===== src/rtl/chan_scan_mux_if.sv =====
// chan_scan_mux_if: channel data, select/mode/hold controls and registered mux outputs; CHAN_MASK_EN adds ch_mask
interface chan_scan_mux_if #(
  parameter int WIDTH  = 2,
  parameter int NUM_CH = 4,
  parameter int SEL_W  = 2
);
  logic [NUM_CH*WIDTH-1:0] din;
  logic [SEL_W-1:0]        sel;
  logic                    mode;
  logic                    hold;
  logic [WIDTH-1:0]        dout;
  logic [SEL_W-1:0]        ch;
  logic                    ch_change;
`ifdef CHAN_MASK_EN
  logic [NUM_CH-1:0]       ch_mask;
  modport master (output din, sel, mode, hold, ch_mask, input dout, ch, ch_change);
  modport slave  (input din, sel, mode, hold, ch_mask, output dout, ch, ch_change);
`else
  modport master (output din, sel, mode, hold, input dout, ch, ch_change);
  modport slave  (input din, sel, mode, hold, output dout, ch, ch_change);
`endif
endinterface


===== src/rtl/chan_scan_mux.sv =====
// chan_scan_mux: N-channel registered mux with manual select and dwell-timed auto-scan; CHAN_MASK_EN adds a channel enable mask
module chan_scan_mux #(
  parameter int WIDTH  = 2,
  parameter int NUM_CH = 4,
  parameter int SEL_W  = 2,
  parameter int DWELL  = 4
) (
  input logic            clk,
  input logic            rst,
  chan_scan_mux_if.slave bus
);
  localparam int CNT_W = DWELL > 1 ? $clog2(DWELL) : 1;
  localparam logic [CNT_W-1:0] LAST = CNT_W'(DWELL - 1);
  typedef enum logic {MANUAL, SCAN} state_t;
  state_t           state_q, state_d;
  logic [SEL_W-1:0] ch_q, ch_d, adv;
  logic [CNT_W-1:0] cnt_q, cnt_d;
  logic [WIDTH-1:0] dout_q, dout_d;
  logic             chg_q, chg_d, sel_ok, found;
  logic [NUM_CH-1:0] en;
`ifdef CHAN_MASK_EN
  assign en = bus.ch_mask;
`else
  assign en = '1;
`endif
  assign sel_ok        = (int'(bus.sel) < NUM_CH) && en[bus.sel];
  assign bus.dout      = dout_q;
  assign bus.ch        = ch_q;
  assign bus.ch_change = chg_q;
  // Next enabled channel above ch_q with wraparound; stays put when no other channel is enabled
  always_comb begin
    adv   = ch_q;
    found = 1'b0;
    for (int k = 1; k < NUM_CH; k++) begin
      if (!found && en[(int'(ch_q) + k) % NUM_CH]) begin
        adv   = SEL_W'((int'(ch_q) + k) % NUM_CH);
        found = 1'b1;
      end
    end
  end
  // State and output registers
  always_ff @(posedge clk) begin
    if (rst) begin
      state_q <= MANUAL;
      ch_q    <= '0;
      cnt_q   <= '0;
      dout_q  <= '0;
      chg_q   <= 1'b0;
    end else begin
      state_q <= state_d;
      ch_q    <= ch_d;
      cnt_q   <= cnt_d;
      dout_q  <= dout_d;
      chg_q   <= chg_d;
    end
  end
  // Mode is sampled every edge and always wins over hold or dwell expiry
  always_comb state_d = bus.mode ? SCAN : MANUAL;
  // Channel/counter update; entering scan keeps ch and clears the counter
  always_comb begin
    cnt_d = '0;
    ch_d  = ch_q;
    if (!bus.mode) ch_d = sel_ok ? bus.sel : ch_q;
    else if (state_q == SCAN) begin
      cnt_d = bus.hold ? cnt_q : (cnt_q == LAST ? '0 : cnt_q + 1'b1);
      ch_d  = (!bus.hold && cnt_q == LAST) ? adv : ch_q;
    end
    dout_d = bus.din[ch_d*WIDTH +: WIDTH];
    chg_d  = ch_d != ch_q;
  end
endmodule

===== src/flat_wrapper.sv =====
// flat-port wrapper written by rule: the top's interface ports become plain ports
module chan_scan_mux_flat 
#(
  parameter int WIDTH  = 2,
  parameter int NUM_CH = 4,
  parameter int SEL_W  = 2,
  parameter int DWELL  = 4
)
  (clk, rst, bus_din, bus_sel, bus_mode, bus_hold, bus_dout, bus_ch, bus_ch_change);
  chan_scan_mux_if #(.WIDTH(WIDTH), .NUM_CH(NUM_CH), .SEL_W(SEL_W)) bus_i ();
  input logic clk;
  input logic rst;
  input wire logic [$bits(bus_i.din)-1:0] bus_din;
  input wire logic [$bits(bus_i.sel)-1:0] bus_sel;
  input wire logic [$bits(bus_i.mode)-1:0] bus_mode;
  input wire logic [$bits(bus_i.hold)-1:0] bus_hold;
  output wire logic [$bits(bus_i.dout)-1:0] bus_dout;
  output wire logic [$bits(bus_i.ch)-1:0] bus_ch;
  output wire logic [$bits(bus_i.ch_change)-1:0] bus_ch_change;
  assign bus_i.din = bus_din;
  assign bus_i.sel = bus_sel;
  assign bus_i.mode = bus_mode;
  assign bus_i.hold = bus_hold;
  assign bus_dout = bus_i.dout;
  assign bus_ch = bus_i.ch;
  assign bus_ch_change = bus_i.ch_change;
  chan_scan_mux #(.WIDTH(WIDTH), .NUM_CH(NUM_CH), .SEL_W(SEL_W), .DWELL(DWELL)) u_core (.clk(clk), .rst(rst), .bus(bus_i));
endmodule

===== config.mk =====
export PLATFORM = sky130hd
export DESIGN_NAME = chan_scan_mux_flat
export DESIGN_NICKNAME = d
export VERILOG_FILES = /design/src/rtl/chan_scan_mux_if.sv /design/src/rtl/chan_scan_mux.sv /design/src/flat_wrapper.sv
export SDC_FILE = /design/constraint.sdc
export NUM_CORES = 1
export LEC_CHECK = 0
export ABC_CLOCK_PERIOD_IN_PS = 2100
export CORE_AREA = 4 4 41 43
export CTS_BUF_LIST = sky130_fd_sc_hd__clkbuf_8
export CTS_CLUSTER_SIZE = 20
export DETAILED_ROUTE_END_ITERATION = 6
export DIE_AREA = 0 0 45 47
export GPL_ROUTABILITY_DRIVEN = 0
export PLACE_DENSITY = 0.6
export SLEW_MARGIN = 20
export SYNTH_ARGS = -nofsm -noshare
export SYNTH_HDL_FRONTEND = slang
export SYNTH_SLANG_ARGS = --single-unit

===== constraint.sdc =====
create_clock -name clk -period 2.1 [get_ports clk]
set_input_delay 0.42 -clock clk [delete_from_list [all_inputs] [get_ports clk]]
set_output_delay 0.42 -clock clk [all_outputs]
set_load 0.05 [all_outputs]

Word-level counts from Yosys, hierarchy flattened
Index checks and enable logic that the tools add are counted.
{"block": "totals", "register_bits": 8, "inputBits": 14, "out_inout_bits": 5, "word_cells": 53}
{"block": "classes", "addsub": 4, "order_cmp": 4, "n_eq_ne": 2, "n_shift": 1, "muxes": 22, "n_bitwise": 5, "reduce_logical": 10}
{"op": "2-bit two-way mux", "n": 8}
{"op": "3-bit by 4-bit < comparator with 1-bit output, second input constant", "n": 3}
{"op": "1-bit two-way mux", "n": 10}
{"op": "1-bit binary-select mux with 2-bit select", "n": 4}
{"op": "8-bit by 4-bit variable part select with 2-bit output", "n": 1}
{"op": "2-bit OR reduction", "n": 3}
{"op": "2-bit by 1-bit adder with 2-bit output, second input constant", "n": 2}
{"op": "2-bit adder, second input constant", "n": 2}
{"op": "1-bit bitwise AND, first input constant", "n": 3}
{"op": "1-bit logical AND", "n": 3}
{"op": "1-bit zero test", "n": 3}
{"op": "2-bit by 3-bit < comparator with 1-bit output, second input constant", "n": 1}
{"op": "3-bit OR reduction", "n": 1}
{"op": "2-bit == test, second input constant", "n": 1}
{"op": "2-bit inequality test", "n": 1}
{"op": "1-bit inverter", "n": 2}

Longest topological paths before layout
Gate-level depths: netlist of run 1.
{"block": "logic_depth", "depth_word": 17, "mapped_depth": 6, "mapped_depth_nobuf": 6}

Least setup slack after synthesis of run 1
OpenSTA, ideal clock, no wires.
{"block": "synth_path", "path_type": "register -> register", "start": "register u_core.ch_q[0] (netlist: u_core.bus.ch[0])", "end": "register u_core.dout_q[0] (netlist: u_core.bus.dout[0])", "setup_ps": 75, "t_arrival_ps": 1519, "required_time_ps": 2025, "path_slack_ps": 506, "stages_incl_launch_ff": 6, "n_path_buf": 0, "period_less_slack_ps": 1594, "path_cell_list": "dfxtp_1 nand4b_1 xnor2_1 mux2i_1 or2_2 o22ai_1"}
{"block": "synth_between", "elab_chain_len": 15, "elab_cells_between_ends": 26, "cone_classes": "3 x add/sub; 1 x shift; 18 x mux; 4 x reduce/logical"}
{"element": "start, declared", "line": "chan_scan_mux.sv:16", "text": "logic [SEL_W-1:0] ch_q, ch_d, adv;"}
{"element": "start signal, assigned", "line": "chan_scan_mux.sv:51", "text": "ch_q <= ch_d;"}
{"element": "2-bit by 1-bit adder with 2-bit output", "line": "chan_scan_mux.sv:35, chan_scan_mux.sv:36"}
{"element": "1-bit binary-select mux with 2-bit select", "line": "chan_scan_mux.sv:35", "text": "if (!found && en[(int'(ch_q) + k) % NUM_CH]) begin"}
{"element": "1-bit two-way mux (implied by the code) (2 in series)", "line": "chan_scan_mux.sv:35"}
{"element": "1-bit two-way mux", "line": "chan_scan_mux.sv:35"}
{"element": "1-bit zero test", "line": "chan_scan_mux.sv:35"}
{"element": "1-bit logical AND", "line": "chan_scan_mux.sv:35"}
{"element": "1-bit two-way mux", "line": "chan_scan_mux.sv:35"}
{"element": "1-bit zero test", "line": "chan_scan_mux.sv:35"}
{"element": "1-bit logical AND", "line": "chan_scan_mux.sv:35"}
{"element": "2-bit two-way mux", "line": "chan_scan_mux.sv:35"}
{"element": "2-bit two-way mux", "line": "chan_scan_mux.sv:66", "text": "ch_d = (!bus.hold && cnt_q == LAST) ? adv : ch_q;"}
{"element": "2-bit two-way mux", "line": "chan_scan_mux.sv:64", "text": "else if (state_q == SCAN) begin"}
{"element": "2-bit two-way mux *", "line": "chan_scan_mux.sv:63", "text": "if (!bus.mode) ch_d = sel_ok ? bus.sel : ch_q;"}
{"element": "8-bit by 4-bit variable part select with 2-bit output *", "line": "chan_scan_mux.sv:68", "text": "dout_d = bus.din[ch_d*WIDTH +: WIDTH];"}
{"element": "end signal, assigned", "line": "chan_scan_mux.sv:53", "text": "dout_q <= dout_d;"}
{"element": "end, declared", "line": "chan_scan_mux.sv:18", "text": "logic [WIDTH-1:0] dout_q, dout_d;"}
Every way passes the cells marked *; elsewhere a longest branch is shown, timed or not. The select of a mux whose other input is x is not followed.
A chain may end at the register's enable or synchronous reset.

Worst setup path after layout of run 1
{"block": "layout_path", "start": "register u_core.ch_q[0] (netlist: u_core.bus.ch[0])", "end": "output bus_ch[0]"}
{"element": "end, declared", "line": "flat_wrapper.sv:18", "text": "output wire logic [$bits(bus_i.ch)-1:0] bus_ch;"}
No word-level cell between the ends.

==> summary.txt, run 1 <==
Synthesis
  • XOR/XNOR Fraction of Synth Area: 0.0677
  • Syn nets: 52
  • Synth Area in Adders: 0.0323
  • Syn Area/Cell: 10.5 µm²
  • Synthesis warning total: 0
  • Synth area leaders: dfxtp_1 (41%), mux2i_1 (15%), nand3b_4 (5.2%)
  • Synthesized instance count: 37
  • Asr flop ratio synth: 0
  • Post-synthesis compound-gate area fraction: 0.110
  • Sequential fraction of the synthesis area: 0.413
  • Mapped cell area: 388 µm²
  • Number of flops mapped to enable cells by yosys: 0
  • Seq cells post-synth: 8
  • Area leader, netlist: dfxtp_1
  • Main combinational cell family by area after synthesis: simple AND/OR/NAND/NOR gates
  • Yosys cell types: 20
  • Yosys top cell area share: 0.413
  • Most common flop cell mapped by yosys: dfxtp_1
  • Post-synthesis mux area share: 0.155
  • Synth Area in Simple Gates: 0.213

Global routing
  • Largest net degree at the start of global routing: 7
  • Vias in the first global route: 351
  • Grt total ovfl: 0
  • Initial antenna violation count: 0
  • Overall routing resource usage: 0.101
  • Global-route wire length before repair: 1460 µm

Run
  • Max-cap check violation count: 0

Timing
  • Worst slew pin tran: 0.504 ns
  • Final period util: 0.893
  • Slew Viols, Final: 0
  • Unrepaired setup endpoints after global routing: no
  • Final worst slack: approximately 0.23 ns
  • # setup viols final: 0
  • Skew final: 0.00358 ns
  • Minimum clock period: 1.87 ns
  • Fmax: 533 MHz
  • Slew margin rel.: 0.663
  • Final hold viol count: 0
  • Fin Setup TNS: 0 ns
  • Worst hold slack: 0.499 ns

Pwr
  • Leakage: approximately 0.29 nW
  • Pint: ~0.34 mW
  • Switch share: 0.252
  • Worst VDD drop: between 0.0004 and 0.0005 V
  • Logic pwr share: 0.231
  • Clock power frac: 0.400
  • P_sw: ~0.11 mW
  • Total power: 0.453 mW
  • Pwr/cell area: 713 nW/µm²
  • Reg power frac: 0.369

CTS
  • Post-CTS Setup Bufs: 0
  • Clk_lat worst skew: about 0.23 ns
  • Post-CTS sizing: 0
  • Clk sink count: 8
  • Clk slew on worst S/H paths: 0.04 ns
  • CTS Buffer Depth: 2
  • CTS tree: yes
  • Clock Root Buffer: clkbuf_8
  • H-tree Lvls: 1
  • Hold_buf cts: 0
  • Number of buffers created by CTS: 3

Setup path
  • Critical setup path kind: register to output port
  • Max stage delay cell, worst path: clkdlybuf4s50_1
  • Crit-path max cell delay: 0.83 ns
  • Critical Path Start: u_core.bus.ch[0]
  • CP delay by family, top: buffers and inverters
  • Crit path DAT: about 1.5 ns
  • Critical path buffers and inverters: 1
  • CP Capture Type: output port
  • Critical path required time: 1.68 ns
  • Crit path cell chain: clkdlybuf4s50_1
  • Crit path max fanout: 5
  • Setup crit start kind: register
  • Worst r2r src: u_core.cnt_q[0]

Die
  • Die area: 2120 µm²
  • Core box area: 1300 µm²
  • Starting Density: 0.298
  • Die span in x: 45 µm
  • Site row count: 13
  • Die height: 47 µm
  • # IOs: 19

Route
  • Initial drt markers: 2
  • DR pass1 iterations: 3
  • Drt total wl: 879 µm
  • Final ANT Viol Nets: 0
  • Vias/cell: 4.66
  • DRC: 0
  • Avg WL per Cell: 11.9 µm
  • Vias: 345

Final layout
  • Share of cells above drive strength 1: 0.136
  • Area delta synth->final: 63.9%
  • Final instance area: around 640 µm²
  • Net count, final: 76
  • Antenna diode count: 0

Place
  • Placement Setup Slack: between 0.15 and 0.2 ns
  • Placement Cell Area: around 590 µm²
  • Input/output buffers: 18
  • Hpwl dp: roughly 730 µm

Min path
  • HP Start: u_core.cnt_q[1]
  • Min-Delay Path Class: register to register

Run status
  • Outcome: finished, final reports clean
layout by cell type (no fill, tap or decap), drive strengths merged:
| master | n |
|---|---|
| dfxtp | 8 |
| clkbuf | 3 |
| and2 | 1 |
| nand2 | 1 |
| a21oi | 1 |
| mux2i | 6 |
| nor3 | 2 |
| nand3b | 1 |
| buf | 1 |
| nor2b | 1 |
| xnor2 | 1 |
| inv | 1 |
| nor2 | 3 |
| o22ai | 3 |
| xor2 | 2 |
| o21ai | 1 |
| clkdlybuf4s50 | 18 |
| or2b | 1 |
| ha | 1 |
| or2 | 1 |
| a211oi | 1 |
| nand4b | 1 |
cells in the mapped netlist, types with 2 or more instances:
library cell	instances
o22ai_1	2
mux2i_1	6
nor2_1	3
nor3_1	2
dfxtp_1	8
xor2_1	2
sequential cells by signal, indices dropped and copies added, names as in the netlist:
register / cells
u_core.bus.ch_change: 1
u_core.cnt_q: 2
u_core.bus.ch: 2
u_core.bus.dout: 2
u_core.state_q: 1
power groups by stage:
stage / Clock [mW] / Sequential [mW] / Combinational (mW)
final: 0.181 / 0.167 / 0.105
after global routing: 0.199 / 0.168 / 0.112
after detailed placement: 0 / 0.170 / 0.105
after global placement: 0 / 0.170 / 0.105
after CTS: 0.192 / 0.167 / 0.106
after floorplan: 0 / 0.196 / 0.0293
layout make-up:
cell class / instances / area, µm²
Clock buffer: 3 / 41.3
Inverter: 1 / 3.75
Fill cell: 139 / 666
Sequential cell: 8 / 160
Tap cell: 15 / 18.8
Timing Repair Buffer: 19 / 188
Multi-Input combinational cell: 28 / 224
final timing paths:
kind                        endpoint  slack [ns]  cells after the start
hold reg to reg      u_core.cnt_q[1]        0.50                      2
setup reg to reg  u_core.bus.dout[0]        0.53                      6
setup / recovery           bus_ch[0]        0.23                      1
hold / removal       u_core.cnt_q[1]        0.50                      2
metrics by stage:
step | std cells | util
after global routing | 74 | 0.488
after global placement | 71 | 0.457
final | 74 | 0.488
after floorplan | 37 | -
after detailed placement | 71 | 0.457
after CTS | 74 | 0.488
cells by family (layout without fill, tap and decap cells):
group,Yosys count,count (layout)
AND/OR/NAND/NOR,12,12
buffers and inverters,1,23
multiplexers,6,6
flip-flops,8,8
XOR/XNOR,3,3
adder cells (fa/ha/maj),1,1
AO/OA/AOI/OAI,6,6
routing by layer:
| layer | wire length [µm] | vias up | global-route usage |
|---|---|---|---|
| met3 | 71 | 0 | 0.0690 |
| met4 | 0 | 0 | 0.0175 |
| met2 | 413 | 9 | 0.147 |
| met1 | 394 | 158 | 0.124 |
| li1 | - | 178 | - |
| met5 | 0 | - | 0 |
No activity file was read; power rests on OpenSTA's default activity.
==> inputs of run 2 (changes only) <==
Settings changed: CTS_CLUSTER_DIAMETER set to 100, SETUP_SLACK_MARGIN set to 0.15.
==> results of run 2 <==
Same layout as run 1: the final DEF is identical, and so are final timing and power.
